## src/rtl/multi_digit_counter_pkg.sv

```systemverilog
// -----------------------------------------------------------------------------
// counter_pkg
//   Shared definitions for the multi-digit BCD counter family.
//   - seg_bits_t   : 7-segment bit order, packed {g,f,e,d,c,b,a}, active-high
//   - SEG_0..SEG_9 : segment codes for decimal digits
//   - SEG_BLANK    : all segments off
//   - BCD_MAX_DIGIT: largest legal BCD nibble
//   - int_to_bcd() : elaboration-time integer -> packed BCD (8 digits)
//   - pow10()      : elaboration-time power of ten for range checks
// -----------------------------------------------------------------------------
package counter_pkg;

    // Segment bit order: bit 6 = g ... bit 0 = a.
    typedef struct packed {
        logic g;
        logic f;
        logic e;
        logic d;
        logic c;
        logic b;
        logic a;
    } seg_bits_t;

    localparam seg_bits_t SEG_0     = 7'h3F;
    localparam seg_bits_t SEG_1     = 7'h06;
    localparam seg_bits_t SEG_2     = 7'h5B;
    localparam seg_bits_t SEG_3     = 7'h4F;
    localparam seg_bits_t SEG_4     = 7'h66;
    localparam seg_bits_t SEG_5     = 7'h6D;
    localparam seg_bits_t SEG_6     = 7'h7D;
    localparam seg_bits_t SEG_7     = 7'h07;
    localparam seg_bits_t SEG_8     = 7'h7F;
    localparam seg_bits_t SEG_9     = 7'h6F;
    localparam seg_bits_t SEG_BLANK = 7'h00;

    localparam logic [3:0] BCD_MAX_DIGIT = 4'd9;

    // Converts a non-negative integer into up to eight packed BCD digits,
    // digit 0 in [3:0]. Used only on parameters.
    function automatic logic [31:0] int_to_bcd(input int unsigned value);
        logic [31:0] res;
        int unsigned v;
        res = '0;
        v   = value;
        for (int unsigned i = 0; i < 8; i++) begin
            res[4*i +: 4] = 4'(v % 10);
            v             = v / 10;
        end
        return res;
    endfunction

    function automatic longint unsigned pow10(input int unsigned n);
        longint unsigned r;
        r = 1;
        for (int unsigned i = 0; i < n; i++) begin
            r = r * 10;
        end
        return r;
    endfunction

endpackage

```

## src/rtl/multi_digit_counter_seven_seg_decoder.sv

```systemverilog
// -----------------------------------------------------------------------------
// seven_seg_decoder
//   Decodes one BCD nibble to active-high 7-segment drive {g,f,e,d,c,b,a}.
//   Ports:
//     bcd      in  [3:0] BCD digit; values above 9 decode to all-off
//     blank    in        forces all segments off (leading-zero blanking)
//     segments out [6:0] segment drive
// -----------------------------------------------------------------------------
module seven_seg_decoder
    import counter_pkg::*;
(
    input  logic [3:0] bcd,
    input  logic       blank,
    output logic [6:0] segments
);

    always_comb begin
        segments = SEG_BLANK;
        if (!blank) begin
            case (bcd)
                4'd0:    segments = SEG_0;
                4'd1:    segments = SEG_1;
                4'd2:    segments = SEG_2;
                4'd3:    segments = SEG_3;
                4'd4:    segments = SEG_4;
                4'd5:    segments = SEG_5;
                4'd6:    segments = SEG_6;
                4'd7:    segments = SEG_7;
                4'd8:    segments = SEG_8;
                4'd9:    segments = SEG_9;
                default: segments = SEG_BLANK;
            endcase
        end
    end

endmodule

```

## src/rtl/multi_digit_counter.sv

```systemverilog
// -----------------------------------------------------------------------------
// multi_digit_counter
//   N-digit BCD up/down counter with programmable modulus, clock-enable
//   prescaler, validated parallel load, wrap pulse and per-digit 7-segment
//   decode with optional leading-zero blanking.
//   Parameters:
//     DIGITS    number of BCD digits (1..8)
//     MAX_VALUE count range 0..MAX_VALUE (must fit in DIGITS decimal digits)
//     TICK_DIV  enabled clock cycles per count step (>= 1)
//     BLANK_LZ  1 = blank leading zero digits above digit 0
//   Ports:
//     clock      in   system clock, rising edge
//     reset      in   asynchronous active-high reset
//     enable     in   count enable, gates the prescaler
//     up_down    in   1 = up, 0 = down
//     load       in   synchronous load request (priority over tick)
//     load_value in   BCD load value, digit 0 in [3:0]
//     bcd        out  registered count, BCD
//     segments   out  7-seg drive, digit k in [7k+6:7k]
//     wrap       out  one-cycle pulse on modulus wrap
//     load_err   out  one-cycle pulse on rejected load
// -----------------------------------------------------------------------------
module multi_digit_counter
    import counter_pkg::*;
#(
    parameter int unsigned DIGITS    = 2,
    parameter int unsigned MAX_VALUE = 99,
    parameter int unsigned TICK_DIV  = 1,
    parameter int unsigned BLANK_LZ  = 0
) (
    input  logic                  clock,
    input  logic                  reset,
    input  logic                  enable,
    input  logic                  up_down,
    input  logic                  load,
    input  logic [4*DIGITS-1:0]   load_value,
    output logic [4*DIGITS-1:0]   bcd,
    output logic [7*DIGITS-1:0]   segments,
    output logic                  wrap,
    output logic                  load_err
);

    // ---------------------------------------------------------------- checks
    if (DIGITS < 1 || DIGITS > 8) begin : g_bad_digits
        $fatal(1, "multi_digit_counter: DIGITS must be 1..8");
    end
    if (64'(MAX_VALUE) >= pow10(DIGITS)) begin : g_bad_max
        $fatal(1, "multi_digit_counter: MAX_VALUE out of range for DIGITS");
    end
    if (TICK_DIV == 0) begin : g_bad_div
        $fatal(1, "multi_digit_counter: TICK_DIV must be >= 1");
    end

    // ------------------------------------------------------------- constants
    localparam logic [31:0]         MAX_BCD_FULL = int_to_bcd(MAX_VALUE);
    localparam logic [4*DIGITS-1:0] MAX_BCD      = MAX_BCD_FULL[4*DIGITS-1:0];
    localparam int unsigned         PW           = (TICK_DIV > 1) ? $clog2(TICK_DIV) : 1;
    localparam logic [PW-1:0]       PRESC_LAST   = PW'(TICK_DIV - 1);

    // ----------------------------------------------------------------- state
    logic [4*DIGITS-1:0] bcd_q, bcd_d;
    logic [PW-1:0]       presc_q, presc_d;
    logic                wrap_q, wrap_d;
    logic                load_err_q, load_err_d;

    logic                tick;
    logic                load_ok;
    logic [4*DIGITS-1:0] bcd_inc;
    logic [4*DIGITS-1:0] bcd_dec;
    logic [DIGITS-1:0]   blank;

    assign tick = enable && (presc_q == PRESC_LAST);

    // Valid BCD values order the same way as their binary encodings, so the
    // modulus check is a plain unsigned compare once every nibble is <= 9.
    always_comb begin
        logic digits_ok;
        digits_ok = 1'b1;
        for (int unsigned k = 0; k < DIGITS; k++) begin
            if (load_value[4*k +: 4] > BCD_MAX_DIGIT) begin
                digits_ok = 1'b0;
            end
        end
        load_ok = digits_ok && (load_value <= MAX_BCD);
    end

    // Ripple-carry BCD increment.
    always_comb begin
        logic carry;
        bcd_inc = bcd_q;
        carry   = 1'b1;
        for (int unsigned k = 0; k < DIGITS; k++) begin
            if (carry) begin
                if (bcd_q[4*k +: 4] == BCD_MAX_DIGIT) begin
                    bcd_inc[4*k +: 4] = 4'd0;
                end else begin
                    bcd_inc[4*k +: 4] = bcd_q[4*k +: 4] + 4'd1;
                    carry             = 1'b0;
                end
            end
        end
    end

    // Ripple-borrow BCD decrement.
    always_comb begin
        logic borrow;
        bcd_dec = bcd_q;
        borrow  = 1'b1;
        for (int unsigned k = 0; k < DIGITS; k++) begin
            if (borrow) begin
                if (bcd_q[4*k +: 4] == 4'd0) begin
                    bcd_dec[4*k +: 4] = BCD_MAX_DIGIT;
                end else begin
                    bcd_dec[4*k +: 4] = bcd_q[4*k +: 4] - 4'd1;
                    borrow            = 1'b0;
                end
            end
        end
    end

    // Next state: load has priority; a rejected load also swallows the tick
    // and leaves the prescaler where it was.
    always_comb begin
        bcd_d      = bcd_q;
        presc_d    = presc_q;
        wrap_d     = 1'b0;
        load_err_d = 1'b0;
        if (load) begin
            if (load_ok) begin
                bcd_d   = load_value;
                presc_d = '0;
            end else begin
                load_err_d = 1'b1;
            end
        end else if (enable) begin
            if (tick) begin
                presc_d = '0;
                if (up_down) begin
                    if (bcd_q == MAX_BCD) begin
                        bcd_d  = '0;
                        wrap_d = 1'b1;
                    end else begin
                        bcd_d = bcd_inc;
                    end
                end else begin
                    if (bcd_q == '0) begin
                        bcd_d  = MAX_BCD;
                        wrap_d = 1'b1;
                    end else begin
                        bcd_d = bcd_dec;
                    end
                end
            end else begin
                presc_d = presc_q + PW'(1);
            end
        end
    end

    always_ff @(posedge clock or posedge reset) begin
        if (reset) begin
            bcd_q      <= '0;
            presc_q    <= '0;
            wrap_q     <= 1'b0;
            load_err_q <= 1'b0;
        end else begin
            bcd_q      <= bcd_d;
            presc_q    <= presc_d;
            wrap_q     <= wrap_d;
            load_err_q <= load_err_d;
        end
    end

    // Walk from the top digit down; a digit is blanked while it and every
    // digit above it are zero. Digit 0 is never blanked.
    always_comb begin
        logic upper_zero;
        upper_zero = 1'b1;
        blank      = '0;
        for (int unsigned i = 0; i < DIGITS; i++) begin
            upper_zero = upper_zero && (bcd_q[4*(DIGITS-1-i) +: 4] == 4'd0);
            if (BLANK_LZ != 0 && (DIGITS - 1 - i) != 0) begin
                blank[DIGITS-1-i] = upper_zero;
            end
        end
    end

    for (genvar g = 0; g < DIGITS; g++) begin : g_digit
        seven_seg_decoder u_dec (
            .bcd      (bcd_q[4*g +: 4]),
            .blank    (blank[g]),
            .segments (segments[7*g +: 7])
        );
    end

    assign bcd      = bcd_q;
    assign wrap     = wrap_q;
    assign load_err = load_err_q;

endmodule
```

## config.mk

```make
export PLATFORM = sky130hd
export DESIGN_NAME = multi_digit_counter
export DESIGN_NICKNAME = d
export VERILOG_FILES = /design/src/rtl/multi_digit_counter_pkg.sv /design/src/rtl/multi_digit_counter_seven_seg_decoder.sv /design/src/rtl/multi_digit_counter.sv
export SDC_FILE = /design/constraint.sdc
export NUM_CORES = 1
export LEC_CHECK = 0
export ABC_AREA = 1
export BUFFER_PORTS_ARGS = -buffer_cell sky130_fd_sc_hd__buf_4
export CORE_UTILIZATION = 56
export DETAILED_ROUTE_END_ITERATION = 16
export GPL_ROUTABILITY_DRIVEN = 0
export PLACE_DENSITY_LB_ADDON = 0.08
export SYNTH_ARGS = -nofsm -noshare
export SYNTH_HDL_FRONTEND = slang
export SYNTH_SLANG_ARGS = --single-unit
```

## constraint.sdc

```tcl
create_clock -name clock -period 3.7 [get_ports clock]
set_clock_uncertainty 0.15 [all_clocks]
set_input_delay 0.555 -clock clock [delete_from_list [all_inputs] [get_ports clock]]
set_output_delay 0.555 -clock clock [all_outputs]
set_load 0.02 [all_outputs]
```

==> results.yml <==
critical_path:
  crit_fanout: 10
  path_class: "reg2out"
  critPathLaunch: "bcd[0]$_DFFE_PP0P_"
  startpoint_type: "flop"
  r2r-end: "bcd[2]$_DFFE_PP0P_"
  r2r-start: "bcd[0]$_DFFE_PP0P_"
  crit_required_ns: 2.99
  cp_data_arrival_time_ns: 1.77
  end_kind: "output pin"
  r2r_slack_ns: 1.84
  ff2ff_path_depth: 9
die:
  die-height_um: 50.04
  coreArea_mm2: 0.002191
  die_area_mm2: 0.002504
  die_w_um: 50.04
  rows: 17
  ioPinCount: 37
  initial_utilization_pct: 58.99
clock_network:
  post_cts_resized: 0
  htreeDepth: 1
  clk-insertion-delay-late_ns: 0.27
  ctsHoldBuffers: 0
  cts_tree: "done"
  cts_sinks: 11
  cts_made_buffers: 3
  clk_path_buf_depth: 2
  root_buffer: "clkbuf_4"
  clk_pin_slew_worst_paths_ns: 0.07
  post_cts_buffers: 0
layout:
  diodes: 0
  n_fill_cell: 181
  layout.cells.non_filler: 255
  fin_area_mm2: 0.001558
  drive_gt1_share_pct: 22.91
  final_nets: 256
  syn2layout_area_growth_pct: 20.52
grt:
  grt_pass1_wl_mm: 4.974
  grt_max_degree: 13
  grt-ovfl-total: 0
  antenna_found_initial: 0
  grt.total_usage_pct: 25.95
  grt_pass1_vias: 1194
synth:
  synth_most_common_cell: "nand2_1"
  seq_area_frac_synth_pct: 21.30
  synth_common_cells: "54 x nand2_1, 22 x nor2_1, 19 x inv_1, 19 x nand3_1, 15 x ha_1"
  netlist_area_mm2: 0.001292
  syn_nets: 222
  yosysTopAreaCell: "dfrtp_1"
  synth.avg_cell_area_um2: 6.662
  ys_types: 31
  synth_top_area_share_pct: 21.30
  syn_inst: 194
  synth-edff-count: 0
  synth_area_leaders: "dfrtp_1 21%, nand2_1 16%, ha_1 15%"
  synth_flop_cell: "dfrtp_1"
  synth_seq_cells: 11
  ys_warn_count: 0
  async_flop_share_pct: 100.0
timing:
  drv_slew: 0
  timing.final.crit_share_pct: 67.00
  worstMarginPinSlew_ns: 0.4241
  fin_crit_ns: 2.479
  max-slew-margin-rel_pct: 71.73
  setup_viol: 0
  setup_tns_ns: 0
  hold_viol_final: 0
  rsz0062_at_grt: "false"
  max_freq_mhz: 403.4
routing:
  antenna_left: 0
  post_drt_wl_per_cell_um: 11.69
  totalWireLength_mm: 2.981
  post-route-drc-count: 0
  drt_iter0_markers: 69
  via_per_inst: 5.314
  vias: 1355
  first_pass_iters: 4
placed_design:
  io_buffer_count: 36
  place_hpwl_mm: 2.338
  place_area_mm2: 0.001531
  dp.cells: 251
power_and_ir_drop:
  vdd_drop_max_mv: 0.4537
  p_leak_nw: 0.8711
  power_density_mw_per_mm2: 601.0
status:
  status: "finished, final reports clean"
job:
  drv_cap: 0
min_path:
  hold_path.class: "in2async"
power breakdown:
| group | total, mW | internal (mW) | leakage, nW | switching [mW] |
|---|---|---|---|---|
| logic | 0.644 | 0.256 | 0.720 | 0.388 |
| registers | 0.209 | 0.144 | 0.136 | 0.0656 |
| clock network | 0.0823 | 0.0418 | 0.0150 | 0.0405 |
| total | 0.936 | 0.442 | 0.871 | 0.494 |
how the worst max path moves through the flow:
stage,end,slack [ns]
6_report,segments[4],1.22
5_1_grt,segments[4],1.07
4_1_cts,segments[4],1.21
3_5_place_dp,segments[4],1.52
3_3_place_gp,segments[4],1.57
2_1_floorplan,segments[5],1.34
kinds of logic after synthesis:
group	after synthesis	synth area share, %
simple gates	105	36.01
buf+inv	31	12.87
compound gates	28	12.49
fa+ha+maj	15	14.52
flops	11	21.30
xor+xnor	3	2.033
mux	1	0.7745
per-layer routing:
metal	global-route usage, %	share of wire, %
met1	34.42	44
met2	43.11	49
met3	0.9259	5.2
met4	11.90	1.6
met5	0	0
area by class of cell:
type,instances,area (µm²),share of cell area [%]
Inverter,24,100.1,6.426
Timing Repair Buffer,36,270.3,17.35
Clock buffer,4,26.28,1.687
Multi-Input combinational cell,152,850.8,54.62
Sequential cell,11,275.3,17.67
Tap cell,28,35.03,2.249
through the flow:
step | setup WS, ns | total power, mW | hold WS [ns] | util [%]
2_1_floorplan | 1.341 | 0.6382 | 0.2574 | -
3_3_place_gp | 1.570 | 0.8332 | 0.3206 | 69.90
3_5_place_dp | 1.524 | 0.8523 | 0.3292 | 69.90
4_1_cts | 1.212 | 0.9368 | 0.1310 | 71.10
5_1_grt | 1.067 | 1.014 | 0.1645 | 71.10
6_report | 1.221 | 0.9362 | 0.1232 | 71.10
state kept, by name (all words and copies together), names as in the netlist:
register  flops
load_err      1
presc_q       1
wrap          1
bcd           8
cells in the final DEF, fill, tap and decap left out:
master    synthesis  final
xor2_1            3      3
or2_0             1      1
nor2_2            2      2
inv_8             1      1
inv_4             1      1
nand2_2           1      1
buf_4             0     36
dfrtp_1          11     11
clkbuf_4          0      3
o211ai_1          2      2
clkbuf_1          0      1
ha_1             15     15
nor2_4            1      1
nand3_1          19     19
nor3_2            1      1
mux2i_1           1      1
nand2_1          54     54
inv_2             3      3
nand3_4           1      1
o21ai_0          13     13
o21ai_1           1      1
a31oi_1           2      2
a21boi_1          1      1
nor2_1           22     22
nor3_1            1      1
a31oi_2           1      1
inv_1            19     19
nand4_1           1      1
a21oi_1           7      7
nand3_2           1      1
o311ai_0          1      1
worst max-delay path, stage by stage, from the launching register on:
cell and delay (ns):
dfrtp_1 0.52, inv_1 0.17, ha_1 0.30, ha_1 0.20
nor2_1 0.09, o21ai_0 0.07, buf_4 0.16
No activity file was read; power rests on OpenSTA's default activity.
